[config.mk]
export PLATFORM = sky130hd
export DESIGN_NAME = vga_scan
export DESIGN_NICKNAME = d
export VERILOG_FILES = /design/src/rtl/vga_scan.sv
export SDC_FILE = /design/constraint.sdc
export NUM_CORES = 1
export LEC_CHECK = 0
export BUFFER_PORTS_ARGS = -buffer_cell sky130_fd_sc_hd__buf_2
export CAP_MARGIN = 25
export CORE_UTILIZATION = 52
export CTS_CLUSTER_DIAMETER = 80
export CTS_CLUSTER_SIZE = 16
export DETAILED_ROUTE_END_ITERATION = 10
export PLACE_DENSITY = 0.84
export REMOVE_ABC_BUFFERS = 1
export SLEW_MARGIN = 20
export SYNTH_ARGS = -nofsm -noshare
export SYNTH_HDL_FRONTEND = slang
export SYNTH_SLANG_ARGS = --single-unit
[constraint.sdc]
create_clock -name clk -period 4.7 [get_ports clk]
set_clock_uncertainty 0.2 [all_clocks]
set_input_delay 0.235 -clock clk [delete_from_list [all_inputs] [get_ports clk]]
set_output_delay 0.235 -clock clk [all_outputs]
set_load 0.02 [all_outputs]
[src/rtl/vga_scan.sv]
// Raster timing generator and two-stage pixel compositor for the VGA output.
// Emits col/row for the sprite blocks, merges their colours one cycle later and registers the pins.
module vga_scan #(
    parameter int H_VIS    = 800,
    parameter int H_FP     = 56,
    parameter int H_SYNC   = 120,
    parameter int H_BP     = 64,
    parameter int V_VIS    = 600,
    parameter int V_FP     = 37,
    parameter int V_SYNC   = 6,
    parameter int V_BP     = 23,
    parameter bit SYNC_POL = 1'b1
) (
    input  logic        clk,
    input  logic        rst,
    output logic [9:0]  col,
    output logic [9:0]  row,
    input  logic        is_kid,
    input  logic [11:0] kid_rgb,
    input  logic        is_apple,
    input  logic [11:0] apple_rgb,
    input  logic [11:0] bg_rgb,
    output logic        hs,
    output logic        vs,
    output logic [3:0]  r,
    output logic [3:0]  g,
    output logic [3:0]  b,
    output logic        de,
    output logic        frame_tick
);
    localparam int H_TOT = H_VIS + H_FP + H_SYNC + H_BP;
    localparam int V_TOT = V_VIS + V_FP + V_SYNC + V_BP;

    localparam logic [10:0] H_LAST  = 11'(H_TOT - 1);
    localparam logic [10:0] H_VIS_C = 11'(H_VIS);
    localparam logic [10:0] HS_BEG  = 11'(H_VIS + H_FP);
    localparam logic [10:0] HS_END  = 11'(H_VIS + H_FP + H_SYNC);
    localparam logic [9:0]  V_LAST  = 10'(V_TOT - 1);
    localparam logic [9:0]  V_VIS_C = 10'(V_VIS);
    localparam logic [9:0]  VS_BEG  = 10'(V_VIS + V_FP);
    localparam logic [9:0]  VS_END  = 10'(V_VIS + V_FP + V_SYNC);

    logic [10:0] h_q, h_d;
    logic [9:0]  v_q, v_d;
    logic        visible, hs_raw, vs_raw;
    logic        vis1_q, hs1_q, vs1_q;
    logic [11:0] rgb_q, rgb_d;
    logic        de_q, hs_q, vs_q, tick_q, tick_d;

    always_comb begin
        h_d = h_q + 11'd1;
        v_d = v_q;
        if (h_q == H_LAST) begin
            h_d = '0;
            v_d = (v_q == V_LAST) ? '0 : v_q + 10'd1;
        end
    end

    assign visible = (h_q < H_VIS_C) && (v_q < V_VIS_C);
    assign hs_raw  = (h_q >= HS_BEG) && (h_q < HS_END);
    assign vs_raw  = (v_q >= VS_BEG) && (v_q < VS_END);
    assign col     = visible ? h_q[9:0] : '0;
    assign row     = visible ? v_q : '0;
    // Counters sit at (0, V_VIS) right after the last visible pixel has left stage 0.
    assign tick_d  = (h_q == '0) && (v_q == V_VIS_C);

    // Sprite data arriving now belongs to the coordinates held in stage 1.
    always_comb begin
        rgb_d = 12'h000;
        if (vis1_q) begin
            if (is_kid)        rgb_d = kid_rgb;
            else if (is_apple) rgb_d = apple_rgb;
            else               rgb_d = bg_rgb;
        end
    end

    always_ff @(posedge clk) begin
        if (!rst) begin
            h_q    <= '0;
            v_q    <= '0;
            vis1_q <= 1'b0;
            hs1_q  <= 1'b0;
            vs1_q  <= 1'b0;
            rgb_q  <= 12'h000;
            de_q   <= 1'b0;
            hs_q   <= ~SYNC_POL;
            vs_q   <= ~SYNC_POL;
            tick_q <= 1'b0;
        end else begin
            h_q    <= h_d;
            v_q    <= v_d;
            vis1_q <= visible;
            hs1_q  <= hs_raw;
            vs1_q  <= vs_raw;
            rgb_q  <= rgb_d;
            de_q   <= vis1_q;
            hs_q   <= ~(hs1_q ^ SYNC_POL);
            vs_q   <= ~(vs1_q ^ SYNC_POL);
            tick_q <= tick_d;
        end
    end

    assign r          = rgb_q[11:8];
    assign g          = rgb_q[7:4];
    assign b          = rgb_q[3:0];
    assign de         = de_q;
    assign hs         = hs_q;
    assign vs         = vs_q;
    assign frame_tick = tick_q;
endmodule

== Word-level counts from Yosys, hierarchy flattened ==
Cells that the tools add are included.

* Register bits after elaboration: 40
* Bits of input ports: 40
* Output and inout bits: 36
* Word-level logic and storage cells: 34

* Add/subtract/negate cells: 2
* Order comparisons: 6
* Equal/unequal tests: 3
* Multiplexer cells: 5
* Bitwise operators: 1
* Reductions and logical operators: 7

{| class="wikitable"
|+ Operator list
! kind !! number
|-
| $mux W10 || 3
|-
| $mux W12 || 2
|-
| $lt A11 B10 Y1 const B || 2
|-
| $eq A10 B10 Y1 const B || 2
|-
| $lt A10 B10 Y1 const B || 2
|-
| $add A11 B1 Y11 const B || 1
|-
| $eq A11 B11 Y1 const B || 1
|-
| $ge A11 B10 Y1 const B || 1
|-
| $logic_not A11 Y1 || 1
|-
| $add A10 B1 Y10 const B || 1
|-
| $ge A10 B10 Y1 const B || 1
|-
| $logic_and A1 B1 Y1 || 4
|-
| $reduce_and A2 Y1 || 1
|-
| $reduce_or A2 Y1 || 1
|-
| $not A1 Y1 || 1
|}

== Depth between registers and ports, before layout ==
* Depth after elaboration: 3
* Mapped depth: 6
* Gate-level depth less buffers: 6

== Least setup slack after synthesis ==
OpenSTA, ideal clock, no wires.

* Path type: register -> register
* Start point: register h_q[5]
* End point: register v_q[8]
* Setup time: 69 ps
* Arrival: 2196 ps
* Required time: 4431 ps
* Setup slack: 2236 ps
* Stages on the path, launching flop included: 7
* Buffers on the path: 2
* Period minus slack after synthesis: 2464 ps
* Cells stage by stage: dfxtp_1 > buf_6 > or4_4 > or4_1 > buf_2 > or4b_4 > a21oi_2

* Longest elaborated chain between the ends: 1

{| class="wikitable"
|+ Ends and longest elaborated chain
! item !! line !! source
|-
| start, declared || 43 || <nowiki>logic [10:0] h_q, h_d;</nowiki>
|-
| start signal, assigned || 79 || <nowiki>h_q <= '0;</nowiki>
|-
| start signal, assigned || 90 || <nowiki>h_q <= h_d;</nowiki>
|-
| $eq A11 B11 Y1 || 53 || <nowiki>if (h_q == H_LAST) begin</nowiki>
|-
| end signal, assigned || 91 || <nowiki>v_q <= v_d;</nowiki>
|-
| end, declared || 44 || <nowiki>logic [9:0] v_q, v_d;</nowiki>
|}

No other way between the ends.
A chain may end at the register's enable or synchronous reset.

== Worst setup path in the final report ==
* Start point: register v_q[3]
* End point: output col[3]

* Longest elaborated chain between the ends: 3

{| class="wikitable"
|+ Ends and longest elaborated chain
! item !! line !! source
|-
| $lt A10 B10 Y1 || 59 || <nowiki>assign visible = (h_q < H_VIS_C) && (v_q < V_VIS_C);</nowiki>
|-
| $logic_and A1 B1 Y1 || 59 ||
|-
| $mux W10 || 62 || <nowiki>assign col = visible ? h_q[9:0] : '0;</nowiki>
|-
| end, declared || 16 || <nowiki>output logic [9:0] col,</nowiki>
|}

No other way between the ends.

==> results.py <==
metrics = {
    "yosys": {
        "synthArstFlopShare_pct": 0,
        "synth_common_cells": "41 x nor2_1, 40 x dfxtp_1, 23 x and2_1",
        "yosys_warnings": 0,
        "syn_area_per_cell_um2": 8.21,
        "synthCells": 246,
        "post-synth-top-count-cell": "nor2_1",
        "synthesis.area_mm2": 0.00202,
        "yosysUniqueCellTypes": 41,
        "synthTopCellsByArea": "dfxtp_1 40%, nor2_1 7.6%, and2_1 7.1%",
        "ys_ff_latch": 40,
        "yosysTopAreaCell": "dfxtp_1",
        "synthFlopType": "dfxtp_1",
        "synth.top_cell.area_share_pct": 39.6,
        "synth-edff-count": 0,
        "ys_seq_area_share_pct": 39.6,
    },
    "critical_path": {
        "cp_max_fo": 13,
        "r2r.worst_path.cells": 4,
        "setup.worst_path.class": "reg2out",
        "rr_endpoint": "v_q[8]",
        "required_ns": 4.26,
        "r2r_start": "h_q[5]",
        "end_kind": "primary output",
        "reg2reg_slack_ns": 2.11,
        "worstSetupStartpointType": "flop",
        "arrival_ns": 2.20,
    },
    "global_route": {
        "antenna_found_initial": 0,
        "grt_max_degree": 25,
        "grt_pass1_vias": 1821,
        "grt_usage_pct": 25.7,
        "grt_overflow": 0,
        "grt_pass1_wl_um": 8160,
    },
    "flow_run": {
        "cap_violations": 0,
    },
    "floorplan": {
        "boundaryPins": 76,
        "initial_core_util_pct": 54.8,
        "core_area_mm2": 0.00369,
        "die_x_um": 64.3,
        "die_h_um": 64.3,
        "die-area_mm2": 0.00414,
        "rows": 22,
    },
    "cts": {
        "cts_buffers": 5,
        "htree_num_levels": 2,
        "root_buffer": "clkbuf_8",
        "clockBufferDepth": 2,
        "cts_tree": "done",
        "clk_pin_slew_ns": 0.07,
        "clock_sinks": 40,
        "clk_latency_ns": 0.29,
        "cts-resized-gates": 0,
    },
    "placement": {
        "port_buffers": 75,
        "place_congestion": 0.886,
        "place_ws_ns": 2.12,
        "dp_hpwl_um": 3420,
    },
    "cells_and_area": {
        "fillCellCount": 314,
        "areaGrowthSynthToFinish_pct": 29.2,
        "final_nets": 371,
        "diodes": 0,
        "drive_gt1_share_pct": 27.6,
        "utilization_pct": 70.8,
    },
    "sta": {
        "fmax_ghz": 0.380,
        "tightestPinTransition_ns": 0.609,
        "post-route-period-util_pct": 56.0,
        "finalMaxSlewViolations": 0,
        "rsz0062_at_grt": "no",
        "worst_slack_ns": 2.07,
        "final.setup.tns_ns": 0,
        "final_hold_viol_count": 0,
        "finalSetupViolCount": 0,
        "finalCriticalPeriod_ns": 2.63,
        "max_slew_margin_pct": 59.1,
    },
    "detailed_routing": {
        "drc": 0,
        "vias_per_cell": 5.33,
        "wl_per_cell_um": 13.2,
        "num_vias": 1993,
        "drt_iter0_markers": 143,
        "postRouteAntennaNets": 0,
        "wirelength_um": 4920,
        "dr.pass1.iters": 4,
    },
    "worst_hold_path": {
        "hold_path_depth": 5,
        "min-delay-start": "bg_rgb[3]",
        "hp-class": "in2reg",
        "hold_path_end": "rgb_q[3]",
    },
    "power_and_ir_drop": {
        "ir_drop_v": 0.000178,
        "p_leak_nw": 1.21,
        "power_density_mw_per_mm2": 252,
    },
    "run_status": {
        "status": "finished clean",
    },
}
## routing by layer
| layer | up-vias | global-route usage [%] | wire (um) |
|---|---|---|---|
| li1 | 999 | - | - |
| met1 | 917 | 28.5 | 1920 |
| met2 | 67 | 45.9 | 2630 |
| met3 | 10 | 7.68 | 280 |
| met4 | 0 | 9.17 | 93 |
| met5 | - | 0 | 0 |
## repair_timing
| item | CTS | global route |
|---|---|---|
| hold buffers | 12 | 0 |
| setup buffers | 0 | 0 |
| endpoints found under the hold margin | 12 | 0 |
| endpoints found under the setup margin | 0 | 0 |
## sequential cells by signal, indices dropped and copies added, names as in the netlist
| name | cells |
|---|---|
| rgb_q | 12 |
| h_q | 11 |
| v_q | 10 |
| de | 1 |
| frame_tick | 1 |
| hs | 1 |
| hs1_q | 1 |
| vis1_q | 1 |
| vs | 1 |
| vs1_q | 1 |
## where the power goes
part           internal, W  switching (W)
clock             0.000120       0.000111
combinational    0.0000369      0.0000399
sequential        0.000347     0.00000456
total             0.000503       0.000156
## how the worst max path moves through the flow
stage	startpoint	endpoint	slack, ns	cells after the start
after CTS	v_q[3]	col[5]	1.78	5
after global routing	v_q[3]	col[7]	1.94	6
after floorplan	v_q[4]	col[0]	2.26	4
after global placement	h_q[5]	v_q[8]	2.16	4
after detailed placement	v_q[3]	col[5]	2.12	5
final	v_q[3]	col[3]	2.07	6
## worst max-delay path, stage by stage (launching register included)
cell	delay, ns
dfxtp_1	0.39
a21o_1	0.18
a211o_1	0.30
a211oi_2	0.44
buf_4	0.27
and2_1	0.16
buf_2	0.16
## through the flow
step | hold slack [ns] | cell area (um^2) | instances | power [W]
3_3_place_gp | 0.215 | 2390 | 353 | 0.000425
5_1_grt | 0.137 | 2610 | 374 | 0.000690
6_report | 0.0964 | 2610 | 374 | 0.000659
2_1_floorplan | 0.157 | 1950 | 230 | 0.000393
3_5_place_dp | 0.222 | 2390 | 353 | 0.000427
4_1_cts | 0.0921 | 2600 | 373 | 0.000665
## logic make-up after synthesis
kind of cell	after synthesis	share of synthesized area (%)
buffers and inverters	22	4.52
AOI/OAI and AO/OA	33	9.23
adders and majority gates	6	3.72
and+or+nand+nor	121	31.7
muxes	13	6.44
DFF	40	39.6
xor gates and xnor gates	11	4.77
## placed cells by master, fill, tap and decap left out, types with 2 or more instances in the layout
master,Yosys,routed
nand4_1,7,7
or3_2,2,2
clkbuf_1,13,2
a21oi_1,18,18
buf_2,1,75
nand3_1,8,8
inv_1,6,6
nor4_1,4,4
xor2_1,4,4
or4_1,4,4
xnor2_1,7,7
mux2i_1,13,13
and2_1,23,23
nor3_1,5,5
dfxtp_1,40,40
clkbuf_8,0,6
nand2b_1,2,2
dlygate4sd3_1,0,12
ha_1,6,6
o31ai_1,2,2
and3_1,2,2
nand2_1,12,12
o21ai_0,7,7
nor2_1,41,41
## layout make-up
type,count,area [um^2],share of cell area (%)
Clock buffer,8,90.1,3.45
Inverter,6,22.5,0.863
Multi-Input combinational cell,184,1130,43.4
Sequential cell,40,801,30.7
Tap cell,48,60.1,2.30
Timing Repair Buffer,88,503,19.3
No activity file was read; power rests on OpenSTA's default activity.
